## src/rtl/dcc_pkg.sv

```systemverilog
// Shared DCC encoder definitions: FSM state encoding and default NMRA-style timing constants.
package dcc_pkg;

  typedef enum logic [1:0] {
    ST_IDLE = 2'd0,
    ST_LOW  = 2'd1,
    ST_HIGH = 2'd2
  } dcc_state_e;

  localparam int DCC_CLK_DIV_DEF   = 4;
  localparam int DCC_ONE_HALF_DEF  = 58;
  localparam int DCC_ZERO_HALF_DEF = 100;
  localparam int DCC_CNT_W_DEF     = 8;

endpackage

```

## src/rtl/dcc_tick_gen.sv

```systemverilog
// Free-running prescaler: tick is high for one clk in every CLK_DIV, on the last count.
module dcc_tick_gen #(
  parameter int CLK_DIV = 4
) (
  input  logic clk,
  input  logic reset_n,
  output logic tick
);

  localparam int            W    = (CLK_DIV > 2) ? $clog2(CLK_DIV) : 1;
  localparam logic [W-1:0]  LAST = W'(CLK_DIV - 1);

  logic [W-1:0] count;

  if (CLK_DIV < 2) begin : g_bad_div
    $fatal(1, "dcc_tick_gen: CLK_DIV must be >= 2");
  end

  always_ff @(posedge clk or negedge reset_n) begin
    if (!reset_n) begin
      count <= '0;
    end else if (count == LAST) begin
      count <= '0;
    end else begin
      count <= count + W'(1);
    end
  end

  assign tick = (count == LAST);

endmodule

```

## src/rtl/dcc_bit_stream_encoder.sv

```systemverilog
// DCC track encoder: each accepted bit becomes a LOW half then a HIGH half on the
// differential rails; an empty source at a bit boundary is covered by a filler '1'.
module dcc_bit_stream_encoder
  import dcc_pkg::*;
#(
  parameter int CLK_DIV   = DCC_CLK_DIV_DEF,
  parameter int ONE_HALF  = DCC_ONE_HALF_DEF,
  parameter int ZERO_HALF = DCC_ZERO_HALF_DEF,
  parameter int CNT_W     = DCC_CNT_W_DEF
) (
  input  logic clk,
  input  logic reset_n,
  input  logic en,
  input  logic bit_valid,
  input  logic bit_in,
  output logic bit_ready,
  output logic dcc_p,
  output logic dcc_n,
  output logic underrun,
  output logic busy
);

  if (CLK_DIV < 2 || ONE_HALF < 1 || ZERO_HALF <= ONE_HALF ||
      (CNT_W < 31 && ZERO_HALF >= (1 << CNT_W))) begin : g_bad_params
    $fatal(1, "dcc_bit_stream_encoder: illegal CLK_DIV/ONE_HALF/ZERO_HALF/CNT_W");
  end

  localparam logic [CNT_W-1:0] ONE_LOAD  = CNT_W'(ONE_HALF - 1);
  localparam logic [CNT_W-1:0] ZERO_LOAD = CNT_W'(ZERO_HALF - 1);

  function automatic logic [CNT_W-1:0] half_load(input logic b);
    return b ? ONE_LOAD : ZERO_LOAD;
  endfunction

  dcc_state_e       state;
  logic [CNT_W-1:0] phase;
  logic             cur_bit;
  logic             tick;
  logic             phase_done;
  logic             boundary;
  logic             next_bit;

  dcc_tick_gen #(
    .CLK_DIV (CLK_DIV)
  ) u_tick_gen (
    .clk     (clk),
    .reset_n (reset_n),
    .tick    (tick)
  );

  assign phase_done = tick && (phase == '0);
  assign boundary   = ((state == ST_IDLE) && en) || ((state == ST_HIGH) && phase_done);
  // Gated by reset_n so that an asserted reset never advertises readiness from IDLE.
  assign bit_ready  = reset_n && en && boundary;
  assign next_bit   = bit_valid ? bit_in : 1'b1;

  always_ff @(posedge clk or negedge reset_n) begin
    if (!reset_n) begin
      state    <= ST_IDLE;
      phase    <= '0;
      cur_bit  <= 1'b0;
      dcc_p    <= 1'b0;
      dcc_n    <= 1'b0;
      underrun <= 1'b0;
      busy     <= 1'b0;
    end else begin
      underrun <= 1'b0;
      if (en && boundary) begin
        state    <= ST_LOW;
        cur_bit  <= next_bit;
        phase    <= half_load(next_bit);
        dcc_p    <= 1'b0;
        dcc_n    <= 1'b1;
        busy     <= 1'b1;
        underrun <= !bit_valid;
      end else begin
        case (state)
          ST_LOW: begin
            if (tick) begin
              if (phase == '0) begin
                state <= ST_HIGH;
                phase <= half_load(cur_bit);
                dcc_p <= 1'b1;
                dcc_n <= 1'b0;
              end else begin
                phase <= phase - CNT_W'(1);
              end
            end
          end
          ST_HIGH: begin
            // A finished HIGH half with en low parks the track; otherwise keep counting.
            if (tick) begin
              if (phase == '0) begin
                state <= ST_IDLE;
                phase <= '0;
                dcc_p <= 1'b0;
                dcc_n <= 1'b0;
                busy  <= 1'b0;
              end else begin
                phase <= phase - CNT_W'(1);
              end
            end
          end
          default: ;
        endcase
      end
    end
  end

endmodule

```

## config.mk

```make
export PLATFORM = sky130hd
export DESIGN_NAME = dcc_bit_stream_encoder
export DESIGN_NICKNAME = d
export VERILOG_FILES = /design/src/rtl/dcc_pkg.sv /design/src/rtl/dcc_tick_gen.sv /design/src/rtl/dcc_bit_stream_encoder.sv
export SDC_FILE = /design/constraint.sdc
export NUM_CORES = 1
export LEC_CHECK = 0
export BUFFER_PORTS_ARGS = -buffer_cell sky130_fd_sc_hd__buf_2
export CAP_MARGIN = 20
export CORE_UTILIZATION = 35
export CTS_BUF_LIST = sky130_fd_sc_hd__clkbuf_16
export DETAILED_ROUTE_END_ITERATION = 8
export GPL_ROUTABILITY_DRIVEN = 0
export PLACE_DENSITY = 0.54
export SYNTH_ARGS = -nofsm -noshare
export SYNTH_HDL_FRONTEND = slang
export SYNTH_SLANG_ARGS = --single-unit
```

## constraint.sdc

```tcl
create_clock -name clk -period 2.7 [get_ports clk]
set_clock_uncertainty 0.2 [all_clocks]
set_input_delay 0.135 -clock clk [delete_from_list [all_inputs] [get_ports clk]]
set_output_delay 0.135 -clock clk [all_outputs]
set_load 0.01 [all_outputs]
```

; ---- Word level (Yosys, flattened, before mapping)
; Cells that the tools add are included.
[word_totals]
inputBits = 5
wordCells = 64
ff_bits = 17
output_inout_bits = 5
[classes]
mux = 27
n_eq_ne = 7
reduce_logical = 20
addsub = 2
[op_table]
columns = cell, n
row1 = $mux W8, 5
row2 = $pmux W8 S2, 1
row3 = $mux W7, 2
row4 = $mux W2, 6
row5 = $mux W1, 11
row6 = $reduce_and A3 Y1, 3
row7 = $logic_not A8 Y1, 1
row8 = $reduce_bool A2 Y1, 4
row9 = $sub A8 B1 Y8 const B, 1
row10 = $logic_and A1 B1 Y1, 6
row11 = $ne A3 B2 Y1 const B, 2
row12 = $ne A3 B3 Y1 const B, 2
row13 = $reduce_and A5 Y1, 1
row14 = $eq A2 B2 Y1 const B, 2
row15 = $pmux W2 S2, 1
row16 = $reduce_bool A3 Y1, 1
row17 = $add A2 B1 Y2 const B, 1
row18 = $eq A2 B1 Y1 const B, 1
row19 = $logic_not A2 Y1, 1
row20 = $pmux W1 S2, 1
row21 = $reduce_or A2 Y1, 1
row22 = $logic_not A1 Y1, 1
row23 = $logic_or A1 B1 Y1, 1

; ---- Longest topological paths before layout
[logic_depth]
ltp_word = 7
mapped_depth = 7
mapped_depth_nobuf = 6

; ---- Cells and area by module
; A second synthesis with hierarchy kept.
[unflattened]
cells_unflattened = 107
hier_area_um2 = 979.7
[modules_own_cells]
columns = module, area_per_inst_um2, cells_each, seq_area_each_um2, n_inst
row1 = dcc_bit_stream_encoder, 913.4, 103, 350.3, 1
row2 = dcc_tick_gen, 66.3, 4, 50.0, 1

; ---- Least setup slack after synthesis
; No wires, ideal clock.
[synth_timing]
path_type = register to register
start = register, netlist name dcc_p
end = register phase[2]
required_time_ns = 2.423
path_slack_ns = 0.699
period_less_slack_ns = 2.001
path_stages_with_launch = 7
path_buffers = 1
setup_time_ns = 0.077
arrival_ns = 1.723
path_cell_list = dfrtp_1 ha_1 buf_2 o21bai_1 nand2_1 or4_1 a21oi_1
[synth_lines]
columns = element, line
row1 = "end signal, assigned", dcc_bit_stream_encoder.sv:71  ; phase <= half_load(next_bit);
row2 = "end signal, assigned", dcc_bit_stream_encoder.sv:82  ; phase <= half_load(cur_bit);
row3 = "end signal, assigned", dcc_bit_stream_encoder.sv:86  ; phase <= phase - CNT_W'(1);
row4 = "end, declared", dcc_bit_stream_encoder.sv:36  ; logic [CNT_W-1:0] phase;

; ---- Final worst setup path
[layout_timing]
start = register phase[0]
end = output bit_ready
[layout_via]
elab_chain_cells = 5
[layout_rtl]
columns = element, line
row1 = $logic_not A8 Y1, dcc_bit_stream_encoder.sv:51  ; assign phase_done = tick && (phase == '0);
row2 = $logic_and A1 B1 Y1, dcc_bit_stream_encoder.sv:51
row3 = $logic_and A1 B1 Y1, dcc_bit_stream_encoder.sv:52  ; assign boundary = ((state == ST_IDLE) && en) || ((state == ST_HIGH) && phase_done);
row4 = $logic_or A1 B1 Y1, dcc_bit_stream_encoder.sv:52
row5 = $logic_and A1 B1 Y1, dcc_bit_stream_encoder.sv:54  ; assign bit_ready = reset_n && en && boundary;
row6 = "end, declared", dcc_bit_stream_encoder.sv:16  ; output logic bit_ready,
; Every way passes these cells.

==> results.json <==
{
  "synth.distinct_cells": 39,
  "detail-route-antenna-nets": 0,
  "crit_required_ns": 2.37,
  "clk_pin_slew_worst_paths_ns": 0.05,
  "fmax_ghz": 0.4061,
  "nets": 132,
  "first_global_vias": 830,
  "drt_iter0_drc": 16,
  "firstDrtPassIters": 4,
  "drc_errors": 0,
  "start_kind": "flip-flop",
  "ios": 10,
  "wl_per_cell_um": 14.73,
  "power.leakage_uw": 0.0004937,
  "cts_tree": "done",
  "min_to": "phase[1]",
  "slowest_delay_ns": 0.43,
  "vias": 840,
  "switchingPower_uw": 108.9,
  "hold_violations": 0,
  "antenna_found_initial": 0,
  "synth_seq_cells": 16,
  "swShare_pct": 19.66,
  "hp-class": "primary input to flip-flop",
  "ys.flop_type": "dfrtp_1",
  "rsz0062_at_grt": "false",
  "whs_ns": 0.06508,
  "tightest_slew_ns": 0.5206,
  "final.min_clock_period_ns": 2.462,
  "rows": 18,
  "criticalPathCategory": "flip-flop to output pin",
  "synth_cells": 106,
  "h-tree-depth": 1,
  "yosys_warnings": 0,
  "grt_pass1_wl_mm": 3.939,
  "avgSynthCellArea_sq_um": 9.372,
  "slew_headroom_pct": 65.03,
  "overflow": 0,
  "cellInternalPower_uw": 445.1,
  "clk_latency_ns": 0.25,
  "synth_seq_area_share_pct": 40.30,
  "root_buffer": "clkbuf_16",
  "dieArea_sq_um": 3055,
  "ir_drop_uv": 488.1,
  "fillCellCount": 257,
  "die_w_um": 55.28,
  "fin_area_sq_um": 1180,
  "syn_nets": 116,
  "finalSetupTns_ns": 0,
  "min_path_cells": 3,
  "slew_viol_final": 0,
  "power.density_nw_per_um2": 469.6,
  "path_cells": "inv_1 -> ha_1 -> nor3b_2 -> a32o_2 -> and2_1 -> buf_2",
  "grt_max_degree": 18,
  "areaGrowthSynthToFinish_pct": 18.77,
  "synth_edf_count": 0,
  "worstSetupEndpointType": "output pin",
  "dp_hpwl_mm": 1.686,
  "combPwrFrac_pct": 3.0,
  "rr_endpoint": "phase[4]",
  "fin_crit_sh_pct": 91.19,
  "via_per_inst": 5.563,
  "wl_mm": 2.224,
  "r2r_cells": 6,
  "port_buffers": 9,
  "share_seq_of_total_power_pct": 43.8,
  "setup_violations": 0,
  "worstHoldStart": "en",
  "drive_gt1_share_pct": 19.83,
  "start_util_pct": 38.69,
  "core_area_sq_um": 2567,
  "outcome": "finished, final reports clean",
  "cp_max_fo": 9,
  "cts.path.max_buffers": 2,
  "clock-sinks": 16,
  "antenna_cells": 0,
  "numCtsBuffers": 3,
  "r2r_slack_ns": 0.45,
  "grt.total_usage_pct": 16.31,
  "cp_slowest_cell": "nor3b_2",
  "async_reset_ff_share_pct": 100.0,
  "clockPowerShare_pct": 53.3,
  "cap_violations": 0,
  "netlist_area_sq_um": 993.5,
  "r2r_start": "phase[0]",
  "placed_area_sq_um": 1071,
  "arrival_ns": 2.13,
  "dieHeight_um": 55.28,
  "ctsResizeCount": 0
}
==> final cells by class <==
type                            instances  area [sq um]  share of cell area [%]
Timing Repair Buffer                   14         90.09                   7.635
Multi-Input combinational cell         80         546.8                   46.34
Tap cell                               30         37.54                   3.181
Clock inverter                          1         3.754                  0.3181
Sequential cell                        16         400.4                   33.93
Clock buffer                            3         75.07                   6.363
Inverter                                7         26.28                   2.227
==> repair_timing <==
item,in CTS,in global routing
hold endpoints to repair,18,0
buffers inserted,0,0
hold buffers,3,0
==> cell families after synthesis <==
| group | after synthesis | synth area share (%) |
|---|---|---|
| AND/OR/NAND/NOR | 40 | 22.92 |
| AO/OA/AOI/OAI | 32 | 22.80 |
| flip-flops | 16 | 40.30 |
| buffers and inverters | 10 | 4.660 |
| adder cells (fa/ha/maj) | 5 | 6.297 |
| multiplexers | 3 | 3.023 |
==> power by group through the flow <==
stage               combinational (uW)  sequential, uW  clock, uW
finish                            16.5             243        295
CTS                               17.2             242        300
global route                      19.2             242        309
global placement                  13.7             246          0
detailed placement                13.9             246          0
floorplan                         4.22             246          0
==> synth_stat cells, types with 2 or more instances <==
cell      number  area (sq um)
dfrtp_1       16         400.4
nor2_1        11         41.29
nand2_1        8         30.03
o21ai_0        8         40.04
inv_1          7         26.28
a21oi_1        6         30.03
ha_1           5         62.56
mux2i_1        3         30.03
nand3_1        3         15.01
nor3_1         3         15.01
a211o_1        2         17.52
a311oi_1       2         17.52
and2_1         2         12.51
nand4_1        2         12.51
o221ai_1       2         17.52
or2_2          2         12.51
or4_1          2         15.01
==> registers in the layout (all words and copies together) (netlist names) <==
register / flops
busy: 1
cur_bit: 1
dcc_n: 1
dcc_p: 1
phase: 8
state: 1
u_tick_gen.count: 2
underrun: 1
==> per-layer routing <==
metal	GRT usage (%)	part of all wire [%]	vias to the layer above
li1	-	-	423
met1	21.94	50	402
met2	25.13	45	13
met3	4.450	3.2	2
met4	5.714	0.94	0
met5	0	0	-
==> worst max-delay path by stage <==
stage,startpoint,to,slack (ns),cells past startpoint
finish,phase[0],bit_ready,0.24,6
global route,phase[0],bit_ready,0.04,6
CTS,phase[0],bit_ready,0.23,6
detailed placement,phase[0],phase[4],0.46,6
global placement,phase[0],phase[3],0.44,6
floorplan,dcc_p,phase[2],0.70,6
==> placed cells by master, fill, tap and decap left out, types with 3 or more instances in the layout <==
cell type	n
a21oi_1	6
buf_2	9
clkbuf_16	3
dfrtp_1	16
dlygate4sd3_1	3
ha_1	5
inv_1	7
mux2i_1	3
nand2_1	8
nand3_1	3
nor2_1	11
nor3_1	3
o21ai_0	8
==> metrics by stage <==
step	utilization (%)	instances	power [uW]	setup slack, ns
2_1_floorplan	-	106	250.3	0.6992
3_3_place_gp	41.72	144	260.2	0.4351
3_5_place_dp	41.72	144	260.3	0.4629
4_1_cts	45.96	151	559.6	0.2335
5_1_grt	45.96	151	570.8	0.04118
6_report	45.96	151	554.0	0.2377
==> critical path, delay by kind of cell, from the launching register on <==
kind	cells	cell delay (ns)
DFF	1	0.42
adders and majority gates	1	0.28
buffers and inverters	2	0.20
AOI/OAI and AO/OA	1	0.39
and+or+nand+nor	2	0.58
Power figures use the tool's default switching activity.
